<file path="src/rtl/w_grf_write_arbiter.sv">
// GRF write-port driver: merges in-order W-stage writes with late (bridge load) results
// buffered in a small FIFO, and tracks registers whose late write is still outstanding.
module w_grf_write_arbiter #(
  parameter int DEPTH      = 4,
  parameter int STARVE_MAX = 3
) (
  input  logic        clk,
  input  logic        reset,
  input  logic        pipe_we,
  input  logic [4:0]  pipe_a3,
  input  logic [31:0] pipe_wd,
  input  logic [31:0] pipe_pc,
  input  logic        issue_valid,
  input  logic [4:0]  issue_a3,
  input  logic        lt_valid,
  output logic        lt_ready,
  input  logic [4:0]  lt_a3,
  input  logic [31:0] lt_wd,
  input  logic [31:0] lt_pc,
  output logic        RegWrite,
  output logic [4:0]  A3,
  output logic [31:0] WD,
  output logic [31:0] PC,
  output logic [31:0] pending,
  output logic        stall_pipe,
  output logic        proto_err
);
  localparam int AW = $clog2(DEPTH);
  localparam int CW = AW + 1;
  localparam logic [CW-1:0] FULL_C = CW'(DEPTH);
  localparam logic [3:0] SMAX_C = 4'(STARVE_MAX);

  logic [4:0]  mem_a3 [DEPTH];
  logic [31:0] mem_wd [DEPTH];
  logic [31:0] mem_pc [DEPTH];

  logic [AW-1:0] wr_ptr_q, wr_ptr_d, rd_ptr_q, rd_ptr_d;
  logic [CW-1:0] count_q, count_d;
  logic [3:0]    starve_q, starve_d;
  logic          stall_q, stall_d;
  logic          perr_q, perr_d;
  logic [31:0]   pend_q, pend_d;
  logic          regwrite_q, regwrite_d;
  logic [4:0]    a3_q, a3_d;
  logic [31:0]   wd_q, wd_d, pc_q, pc_d;

  logic        pipe_req, fifo_ne, enq, deq, pipe_take;
  logic [4:0]  head_a3;
  logic [31:0] head_wd, head_pc;

  assign head_a3  = mem_a3[rd_ptr_q];
  assign head_wd  = mem_wd[rd_ptr_q];
  assign head_pc  = mem_pc[rd_ptr_q];
  assign lt_ready = (count_q != FULL_C);
  assign fifo_ne  = (count_q != '0);
  assign enq      = lt_valid && lt_ready;
  assign pipe_req = pipe_we && (pipe_a3 != 5'd0);

  // While stalled the head owns the port; otherwise the head only fills idle pipe slots.
  assign deq       = fifo_ne && (stall_q || !pipe_req);
  assign pipe_take = pipe_req && !deq;

  always_comb begin
    regwrite_d = 1'b0;
    a3_d       = a3_q;
    wd_d       = wd_q;
    pc_d       = pc_q;
    if (pipe_take) begin
      regwrite_d = 1'b1;
      a3_d       = pipe_a3;
      wd_d       = pipe_wd;
      pc_d       = pipe_pc;
    end else if (deq && (head_a3 != 5'd0)) begin
      regwrite_d = 1'b1;
      a3_d       = head_a3;
      wd_d       = head_wd;
      pc_d       = head_pc;
    end
  end

  always_comb begin
    wr_ptr_d = wr_ptr_q;
    rd_ptr_d = rd_ptr_q;
    if (enq) wr_ptr_d = wr_ptr_q + AW'(1);
    if (deq) rd_ptr_d = rd_ptr_q + AW'(1);
    count_d = count_q + CW'(enq) - CW'(deq);
  end

  always_comb begin
    starve_d = starve_q;
    stall_d  = stall_q;
    if (!fifo_ne || deq) begin
      starve_d = 4'd0;
    end else if (starve_q != SMAX_C) begin
      starve_d = starve_q + 4'd1;
    end
    if (deq) begin
      stall_d = 1'b0;
    end else if (starve_q == SMAX_C) begin
      stall_d = 1'b1;
    end
  end

  always_comb begin
    perr_d = perr_q
           | (pipe_take && pend_q[pipe_a3])
           | (deq && (head_a3 != 5'd0) && !pend_q[head_a3])
           | (lt_valid && !lt_ready);
  end

  // Set beats clear: a fresh issue to the same register is still outstanding.
  assign pend_d[0] = 1'b0;
  genvar gi;
  generate
    for (gi = 1; gi < 32; gi++) begin : g_pend
      assign pend_d[gi] = (issue_valid && (issue_a3 == 5'(gi)))
                        || (pend_q[gi] && !(deq && (head_a3 == 5'(gi))));
    end
  endgenerate

  always_ff @(posedge clk) begin
    if (enq) begin
      mem_a3[wr_ptr_q] <= lt_a3;
      mem_wd[wr_ptr_q] <= lt_wd;
      mem_pc[wr_ptr_q] <= lt_pc;
    end
  end

  always_ff @(posedge clk) begin
    if (reset) begin
      wr_ptr_q   <= '0;
      rd_ptr_q   <= '0;
      count_q    <= '0;
      starve_q   <= 4'd0;
      stall_q    <= 1'b0;
      perr_q     <= 1'b0;
      pend_q     <= 32'd0;
      regwrite_q <= 1'b0;
      a3_q       <= 5'd0;
      wd_q       <= 32'd0;
      pc_q       <= 32'd0;
    end else begin
      wr_ptr_q   <= wr_ptr_d;
      rd_ptr_q   <= rd_ptr_d;
      count_q    <= count_d;
      starve_q   <= starve_d;
      stall_q    <= stall_d;
      perr_q     <= perr_d;
      pend_q     <= pend_d;
      regwrite_q <= regwrite_d;
      a3_q       <= a3_d;
      wd_q       <= wd_d;
      pc_q       <= pc_d;
    end
  end

  assign RegWrite   = regwrite_q;
  assign A3         = a3_q;
  assign WD         = wd_q;
  assign PC         = pc_q;
  assign pending    = pend_q;
  assign stall_pipe = stall_q;
  assign proto_err  = perr_q;
endmodule

</file>
<file path="config.mk">
export PLATFORM = sky130hd
export DESIGN_NAME = w_grf_write_arbiter
export DESIGN_NICKNAME = d
export VERILOG_FILES = /design/src/rtl/w_grf_write_arbiter.sv
export SDC_FILE = /design/constraint.sdc
export NUM_CORES = 1
export LEC_CHECK = 0
export ABC_AREA = 1
export CELL_PAD_IN_SITES_DETAIL_PLACEMENT = 0
export CELL_PAD_IN_SITES_GLOBAL_PLACEMENT = 2
export CORE_ASPECT_RATIO = 1.75
export CORE_MARGIN = 1
export CORE_UTILIZATION = 30
export CTS_BUF_LIST = sky130_fd_sc_hd__clkbuf_4 sky130_fd_sc_hd__clkbuf_8
export DETAILED_ROUTE_END_ITERATION = 8
export PLACE_DENSITY = 0.77
export SLEW_MARGIN = 20
export SYNTH_ARGS = -nofsm -noshare
export SYNTH_HDL_FRONTEND = slang
export SYNTH_SLANG_ARGS = --single-unit
export TNS_END_PERCENT = 100
</file>
<file path="constraint.sdc">
create_clock -name clk -period 15.15 [get_ports clk]
set_input_delay 4.545 -clock clk [delete_from_list [all_inputs] [get_ports clk]]
set_output_delay 4.545 -clock clk [all_outputs]
set_load 0.02 [all_outputs]
</file>
==> results of run 1 <==
==> through the flow <==
step / worst slack [ns] / hold slack (ns) / power (mW) / cells / utilization
floorplan: 7.04 / 0.436 / 2.03 / 1636 / -
global placement: 6.45 / 0.448 / 2.42 / 2490 / 0.362
detailed placement: 6.38 / 0.452 / 2.44 / 2490 / 0.362
CTS: 7.04 / 0.459 / 3.40 / 2610 / 0.386
global route: 6.93 / 0.510 / 3.55 / 2612 / 0.387
finish: 7.29 / 0.453 / 3.35 / 2612 / 0.387
==> path summary, 6_finish.rpt <==
kind / start / endpoint / slack [ns] / cells past startpoint
max: pipe_a3[0] / PC[17]$_SDFFE_PP0P_ / 7.29 / 15
min: rd_ptr_q[1]$_SDFFE_PP0P_ / flip-flop / 0.45 / 2
max reg2reg: flip-flop / PC[17]$_SDFFE_PP0P_ / 10.90 / 11
min reg2reg: rd_ptr_q[1]$_SDFFE_PP0P_ / flip-flop / 0.45 / 2
==> cells by family after synthesis <==
group                    after synthesis
AND/OR/NAND/NOR                      732
other                                  1
adder cells (fa/ha/maj)                8
flip-flops                           392
buffers and inverters                132
AO/OA/AOI/OAI                        367
XOR/XNOR                               4
==> critical path, stage by stage <==
cell and delay [ns]:
clkdlybuf4s50_1 0.87, inv_4 0.20, nand3_2 0.15, nand2_4 0.08, inv_2 0.06, nand2_1 0.05, nand2_2 0.11, inv_4 0.08
nor2_8 0.07, buf_4 0.69, nor2_8 0.21, buf_16 0.27, inv_4 0.66, nor2_1 0.11, nor2_1 0.14
==> layer usage <==
| layer | vias up | share of wire |
|---|---|---|
| li1 | 6092 | - |
| met1 | 6007 | 0.37 |
| met2 | 371 | 0.54 |
| met3 | 106 | 0.059 |
| met4 | 10 | 0.031 |
| met5 | - | 0.0014 |
==> cell usage after synthesis (3+ instances only) <==
cell type    n
edfxtp_1   276
inv_1       25
inv_4        5
nand3_2      5
nand2_4      3
nor2_1     293
or2_2        3
dfxtp_1    116
nand2_2      8
a21oi_1     53
xnor2_1      3
o22ai_1     64
buf_6        9
nor2_2      11
inv_2        5
nor3_1       3
clkbuf_1    55
buf_4       10
nand3_1     27
o21ai_0    180
nand2_1    374
o21ai_1     58
buf_2       20
ha_1         7
==> state kept, by name, summed over array words and instances, names as in the netlist, named ones only <==
name        flops
A3              5
PC             32
RegWrite        1
WD             32
count_q         3
mem_a3         20
mem_pc        128
mem_wd        128
pending        31
proto_err       1
rd_ptr_q        2
stall_pipe      1
starve_q        4
wr_ptr_q        2
==> final cells by class <==
type                       instances  area [sq um]
inverter                          35           146
clock inverter                    30           213
timing repair buffer             268          2660
fill                            5319         32800
tap                              684           856
clock buffer                      90          1110
sequential                       392         10600
antenna                            1          2.50
multi-input combinational       1112          5110
==> power breakdown <==
group          switching (mW)  internal (mW)  total [mW]  leakage [nW]
Clock                   0.432          0.516       0.948         0.681
Combinational           0.660          0.349        1.01          3.40
Sequential             0.0827           1.31        1.39          3.48
==> impl_metrics.json, run 1 <==
{
  "use_met1": 0.190,
  "syn_to_final_growth_pct": 26.7,
  "drv_slew": 0,
  "wirelength_um": 49900,
  "cts_hold_buf": 0,
  "htreeDepth": 3,
  "drive_above_1_share": 0.0924,
  "powerDensity_nw_per_um2": 162,
  "antenna_left": 0,
  "cts-root-buf": "clkbuf_8",
  "final.setup.tns_ns": 0,
  "worstPathArrival_ns": 8.38,
  "dieWidth_um": 178,
  "ys_seq_area_frac": 0.649,
  "use_met3": 0.0424,
  "synth_area_leader_cell": "edfxtp_1",
  "crit_type": "in -> reg",
  "layout_common_cells": "374 x nand2_1, 289 x nor2_1, 276 x edfxtp_1",
  "setup_viol": 0,
  "hold_viol_final": 0,
  "grt_first_pass_wirelength_um": 75300,
  "synth_fa_ha_area_frac": 0.00658,
  "ys_ff_latch": 392,
  "grt_use_total": 0.181,
  "synth-edff-count": 276,
  "path_max_fanout": 76,
  "ys_types": 40,
  "p_leak_nw": 7.57,
  "syn_avg_cell_area_sq_um": 9.99,
  "grt.overflow.total": 0,
  "clk_path_buf_depth": 3,
  "cp-end-kind": "flip-flop",
  "required_ns": 15.67,
  "synth_area_leaders": "edfxtp_1 51%, dfxtp_1 14%, nand2_1 8.6%, nor2_1 6.7%, o21ai_0 5.5%",
  "synthArstFlopShare": 0,
  "yosys.area_share.simple": 0.181,
  "dpl.hpwl_um": 31900,
  "ir_worst_vdd_uv": 84.8,
  "period_minus_slack_ns": 7.86,
  "place_area_sq_um": 19400,
  "synth_ff_type": "edfxtp_1",
  "drv_cap": 0,
  "ioPinCount": 253,
  "start_util": 0.305,
  "postLayoutCellArea_sq_um": 20700,
  "routabilityCongestion": 0.892,
  "rsz0062_at_grt": "no",
  "io_buffers": 251,
  "clock-sinks": 392,
  "synthesis.nets": 1792,
  "ctsResizeCount": 0,
  "synth_top_family_by_area": "simple AND/OR/NAND/NOR gates",
  "ys.warnings.count": 0,
  "wl_per_cell_um": 19.1,
  "dieArea_sq_um": 55500,
  "postSynthCellCount": 1636,
  "slew-limit-headroom": 0.399,
  "cts_tree": "done",
  "fin_crit_sh": 0.519,
  "placementRows": 112,
  "antenna_found_initial": 7,
  "core-area_sq_um": 53500,
  "busiest_layer": "met2",
  "die_y_um": 311,
  "status": "complete, no violations",
  "clk-insertion-delay-late_ns": 0.60,
  "synth_compound_area_frac": 0.121,
  "worst_pin_slew_ns": 0.901,
  "grt_pass1_vias": 12800,
  "grt_max_degree": 85,
  "clk_pin_slew_ns": 0.06,
  "drcViolationCount": 0,
  "vias": 12600,
  "final_nets": 2031,
  "cts_inserted_buffers": 66,
  "firstDrtPassIters": 5,
  "hold_class": "reg -> reg",
  "synthMuxAreaShare": 0,
  "use_met2": 0.338,
  "cts_setup_buffers": 0,
  "syn_area_sq_um": 16300,
  "drt_iter0_markers": 901,
  "synth_top_cell_area_share": 0.507,
  "final_common_cell": "nand2_1",
  "fin_skew_ns": 0.0255,
  "synth_xor_area_frac": 0.00214,
  "max_freq_mhz": 127,
  "start_kind": "primary input",
  "viasPerCell": 4.82
}
Note: power is estimated with default switching activity, not from simulation.
==> run 2: changes to the inputs <==
PLACE_DENSITY = 0.79   (was 0.77)
clock period = 6.55 ns   (was 15.15 ns; I/O delays follow)
==> run 2 against run 1 <==
  * Setup slack got worse by 5.4 ns
  * Global-route usage is 0.42 points lower
  * Non-clock buffer count down 2
  * Cell area is essentially flat
  * Count of clock-buffer cells in the layout fell by 7
  * Sequential share of layout area barely moved
  * Clock skew is 0.015 ns higher
  * Largest cell class unchanged
==> impl_metrics.json, run 2 (synthesis results as in run 1) <==
{
  "path_max_fanout": 52,
  "core-area_sq_um": 53500,
  "cts_hold_buf": 0,
  "final_common_cell": "nand2_1",
  "cp-end-kind": "flip-flop",
  "grt_use_total": 0.177,
  "hold_start": "rd_ptr_q[1]$_SDFFE_PP0P_",
  "placementRows": 112,
  "hold_depth": 2,
  "ioPinCount": 253,
  "cts_setup_buffers": 0,
  "start_kind": "primary input",
  "clk-insertion-delay-late_ns": 0.63,
  "n_fill_cell": 5378,
  "slew-limit-headroom": 0.356,
  "syn_to_final_growth_pct": 26.6,
  "final_nets": 2021,
  "routabilityCongestion": 0.909,
  "hold_viol_final": 0,
  "max_stage_delay_ns": 0.92,
  "setup_viol": 0,
  "path_cells": "clkdlybuf4s50_1 -> inv_4 -> nand3_2 -> nand2_4 -> inv_2 -> nand2_1 -> nand2_2 -> inv_4 -> nor2_8 -> buf_4 -> nand2_1 -> o21ai_0 -> o21ai_0 -> nor2_1",
  "grt.overflow.total": 0,
  "largestRegisters": "mem_pc (128), mem_wd (128)",
  "antenna_found_initial": 9,
  "power_mw": 7.73,
  "fin_crit_sh": 0.705,
  "p_int_mw": 5.05,
  "placedCellCount": 2489,
  "power.switching_mw": 2.69,
  "wirelength_um": 49400,
  "firstDrtPassIters": 5,
  "r2r_cells": 11,
  "period_minus_slack_ns": 4.62,
  "combPwrFrac": 0.301,
  "layout.cells.non_filler": 2603,
  "drive_above_1_share": 0.0883,
  "preCtsSetupSlack_ns": 1.26,
  "rsz0062_at_grt": "no",
  "max_freq_mhz": 217,
  "use_met1": 0.191,
  "ir_worst_vdd_uv": 250,
  "drt_iter0_markers": 760,
  "p_leak_nw": 7.56,
  "antenna_left": 0,
  "seq_power_share": 0.418,
  "layout_common_cells": "374 x nand2_1, 289 x nor2_1, 276 x edfxtp_1",
  "use_met2": 0.329,
  "wl_per_cell_um": 19.0,
  "rrSetupSlack_ns": 2.66,
  "ctsResizeCount": 0,
  "io_buffers": 251,
  "dpl.hpwl_um": 31600,
  "multi_input_area_sq_um": 5110,
  "regArea_sq_um": 10600,
  "start_util": 0.305,
  "worstPathArrival_ns": 5.18,
  "grt_pass1_vias": 12600,
  "viasPerCell": 4.82,
  "r2r-end": "WD[11]$_SDFFE_PP0P_",
  "postLayoutSetupSlackWorst_ns": 1.93,
  "p_sw_frac": 0.347,
  "crit_type": "in -> reg",
  "die_y_um": 311,
  "worst_pin_slew_ns": 0.964,
  "drcViolationCount": 0,
  "htreeDepth": 2,
  "drv_slew": 0,
  "use_met3": 0.0331,
  "busiest_layer": "met2",
  "grt_first_pass_wirelength_um": 74200,
  "required_ns": 7.12,
  "cts_tree": "done",
  "powerDensity_nw_per_um2": 374,
  "status": "complete, no violations",
  "clk_pin_slew_ns": 0.08,
  "clk_path_buf_depth": 3,
  "clock-sinks": 392,
  "final.setup.tns_ns": 0,
  "drv_cap": 0,
  "cts-root-buf": "clkbuf_8",
  "hold_class": "reg -> reg",
  "fin_skew_ns": 0.0400,
  "cts_inserted_buffers": 58,
  "vias": 12600,
  "dieWidth_um": 178,
  "grt_max_degree": 81,
  "dieArea_sq_um": 55500,
  "clkPwrFrac": 0.281,
  "crit_slowest_cell": "clkdlybuf4s50_1"
}
-- run 2: cell types whose count changed in the layout (fill, tap and decap cells not counted), sizes merged --
cell,previous run,this run
bufinv,2,5
clkinvlp,7,2
clkbuf,90,83
diode,1,6
clkinv,19,16
buf,17,15
-- run 2: final cells by class --
type                            instances  share of cell area
Clock inverter                         25              0.0129
Timing Repair Buffer                  266               0.129
Tap cell                              684              0.0413
Antenna cell                            6            0.000725
Clock buffer                           83              0.0491
Sequential cell                       392               0.513
Inverter                               35             0.00707
Multi-Input combinational cell       1112               0.247
-- run 2: power by group through the flow --
| stage | logic [mW] | registers (mW) | clock network, mW |
|---|---|---|---|
| finish | 2.33 | 3.23 | 2.18 |
| floorplan | 1.27 | 3.43 | 0 |
| global placement | 2.34 | 3.27 | 0 |
| detailed placement | 2.37 | 3.28 | 0 |
| global route | 2.56 | 3.27 | 2.34 |
| CTS | 2.38 | 3.24 | 2.24 |
-- run 2: routing by layer --
metal / vias up / share of wire
met1: 6009 / 0.38
li1: 6085 / -
met5: - / 0.0012
met4: 8 / 0.033
met3: 105 / 0.051
met2: 350 / 0.54
-- run 2: through the flow --
step,hold slack [ns],instance area (sq um),util
6_report,0.463,20700,0.387
5_1_grt,0.498,20700,0.387
4_1_cts,0.470,20700,0.386
3_5_place_dp,0.461,19400,0.362
3_3_place_gp,0.442,19400,0.362
2_1_floorplan,0.436,16300,-
-- run 2: critical path: cells and delay by family --
family	cells	cell delay [ns]
and+or+nand+nor	7	1.00
buffers and inverters	5	1.87
AOI/OAI and AO/OA	2	0.31
-- run 2: worst max-delay path by stage --
stage	slack (ns)	start	depth (start not counted)	end
2_1_floorplan	1.02	lt_valid	2	mem_a3[0][0]$_DFFE_PP_
3_3_place_gp	1.31	pipe_a3[0]	14	A3[0]$_SDFFE_PP0P_
3_5_place_dp	1.26	pipe_a3[0]	14	A3[0]$_SDFFE_PP0P_
4_1_cts	1.94	pipe_a3[0]	14	A3[0]$_SDFFE_PP0P_
5_1_grt	1.67	pipe_a3[0]	13	WD[3]$_SDFFE_PP0P_
6_report	1.93	pipe_a3[0]	14	A3[0]$_SDFFE_PP0P_
==> run 3: changes to the inputs <==
PLACE_DENSITY = 0.77   (was 0.79)
clock period = 4.6 ns   (was 6.55 ns; I/O delays follow)
==> run 3 against run 2 <==
  * Critical path depth decreased by 1
  * Combinational power increased by 45%
  * Setup slack got worse by 1.0 ns
  * Count of clock-buffer cells in the layout decreased by 7
  * Hold slack improved by 0.012 ns
  * Via count increased by 1.4%
  * Critical path type unchanged
==> impl_metrics.json, run 3 (synthesis results as in run 1) <==
{
  "status": "complete, no violations",
  "htreeDepth": 2,
  "r2r-end": "WD[0]$_SDFFE_PP0P_",
  "clkPwrFrac": 0.287,
  "drv_slew": 0,
  "clk-insertion-delay-late_ns": 0.63,
  "vias": 12700,
  "ir_worst_vdd_uv": 272,
  "place_area_sq_um": 19400,
  "hold_depth": 2,
  "hold_start": "rd_ptr_q[1]$_SDFFE_PP0P_",
  "path_max_fanout": 69,
  "path_cells": "clkdlybuf4s50_1 -> nor2_2 -> nand3_2 -> nand2_4 -> inv_2 -> nand2_1 -> nand2_2 -> inv_4 -> nor2_8 -> nor2_8 -> inv_4 -> nor2_1 -> nor2_1",
  "clock-sinks": 392,
  "crit_family": "buffers and inverters",
  "power.switching_mw": 3.85,
  "hold_viol_final": 0,
  "wl_per_cell_um": 19.2,
  "crit_type": "in -> reg",
  "start_util": 0.305,
  "ctsResizeCount": 0,
  "slew-limit-headroom": 0.372,
  "required_ns": 5.15,
  "p_int_mw": 7.25,
  "r2r_cells": 11,
  "period_minus_slack_ns": 3.71,
  "grt.overflow.total": 0,
  "dpl.hpwl_um": 32300,
  "p_sw_frac": 0.347,
  "fin_util": 0.388,
  "clk_pin_slew_ns": 0.07,
  "cts_hold_buf": 0,
  "combPwrFrac": 0.304,
  "final_common_cell": "nand2_1",
  "cts_tree": "done",
  "grt_use_total": 0.178,
  "setup_viol": 0,
  "die_y_um": 311,
  "fin_skew_ns": 0.0231,
  "io_buffers": 251,
  "antenna_left": 0,
  "fin_crit_sh": 0.807,
  "dieWidth_um": 178,
  "dieArea_sq_um": 55500,
  "postLayoutCellArea_sq_um": 20800,
  "cts-root-buf": "clkbuf_8",
  "syn_to_final_growth_pct": 27.0,
  "max_stage_delay_ns": 0.70,
  "wirelength_um": 50000,
  "final.setup.tns_ns": 0,
  "clk_path_buf_depth": 3,
  "antenna_found_initial": 15,
  "powerDensity_nw_per_um2": 535,
  "largestRegisters": "mem_pc (128), mem_wd (128)",
  "cts_inserted_buffers": 58,
  "hold_class": "reg -> reg",
  "firstDrtPassIters": 5,
  "rrSetupSlack_ns": 1.33,
  "grt_pass1_vias": 12900,
  "crit_slowest_cell": "inv_4",
  "rsz0062_at_grt": "no",
  "drv_cap": 0,
  "layout_common_cells": "374 x nand2_1, 289 x nor2_1, 276 x edfxtp_1",
  "final_nets": 2029,
  "path_buf_inv": 4,
  "ioPinCount": 253,
  "worstPathArrival_ns": 4.26,
  "grt_first_pass_wirelength_um": 74500,
  "drcViolationCount": 0,
  "max_freq_mhz": 270,
  "worst_pin_slew_ns": 0.942,
  "drive_above_1_share": 0.0926,
  "seq_power_share": 0.410,
  "p_leak_nw": 7.59,
  "cp-end-kind": "flip-flop",
  "core-area_sq_um": 53500,
  "grt_max_degree": 77,
  "viasPerCell": 4.87,
  "routabilityCongestion": 0.852,
  "drt_iter0_markers": 598,
  "power_mw": 11.1,
  "fin_hold_ws_ns": 0.474,
  "start_kind": "primary input",
  "cts_setup_buffers": 0,
  "placementRows": 112
}
==> run 3: changes by cell type in the layout (fill, tap and decap cells not counted), sizes merged <==
cell	delta
buf	+8
clkbuf	-7
clkinvlp	+4
bufinv	+2
clkinv	+2
==> run 3: worst reg2reg max path: stages, from the launching register on <==
cell and delay, ns:
dfxtp_4 0.37, buf_4 0.60, nand2_1 0.23, nand3_4 0.25, nand2_4 0.21, nand2_2 0.12
inv_2 0.11, a31oi_4 0.31, nor2_8 0.06, inv_4 0.70, nor2_1 0.11, nor2_1 0.14
==> run 3: worst max path at each step <==
stage	startpoint	to	slack (ns)	cells past startpoint
2_1_floorplan	lt_valid	mem_a3[0][0]$_DFFE_PP_	-0.34	2
3_3_place_gp	pipe_a3[2]	WD[11]$_SDFFE_PP0P_	0.26	13
3_5_place_dp	pipe_a3[2]	WD[19]$_SDFFE_PP0P_	0.21	13
4_1_cts	pipe_a3[2]	WD[21]$_SDFFE_PP0P_	0.89	13
5_1_grt	pipe_a3[3]	WD[31]$_SDFFE_PP0P_	0.64	13
6_report	pipe_a3[2]	WD[0]$_SDFFE_PP0P_	0.89	13
==> run 3: metrics by stage <==
stage               setup WS [ns]  cells
global placement            0.255   2497
detailed placement          0.214   2497
floorplan                  -0.344   1636
CTS                         0.888   2606
global route                0.641   2612
finish                      0.890   2612
==> run 3: routing by layer <==
layer / GRT usage / vias up / part of all wire
li1: - / 6093 / -
met1: 0.182 / 6122 / 0.36
met2: 0.333 / 371 / 0.53
met3: 0.0393 / 125 / 0.058
met4: 0.0863 / 18 / 0.042
met5: 0 / - / 0.0022
==> run 3: area by class of cell <==
| class | count | area (sq um) |
|---|---|---|
| inverters | 35 | 146 |
| fillers | 5346 | 32800 |
| repair buffers | 274 | 2700 |
| multi-input cells | 1112 | 5110 |
| well taps | 684 | 856 |
| clock inverters | 33 | 357 |
| diodes | 6 | 15.0 |
| clock buffers | 76 | 965 |
| flip-flops and latches | 392 | 10600 |
==> run 3: power by group through the flow <==
stage               registers [mW]  clock network, mW  logic, mW
floorplan                     4.89                  0       1.81
global placement              4.62                  0       3.40
detailed placement            4.63                  0       3.44
CTS                           4.56               3.27       3.45
global route                  4.60               3.42       3.71
finish                        4.55               3.18       3.37
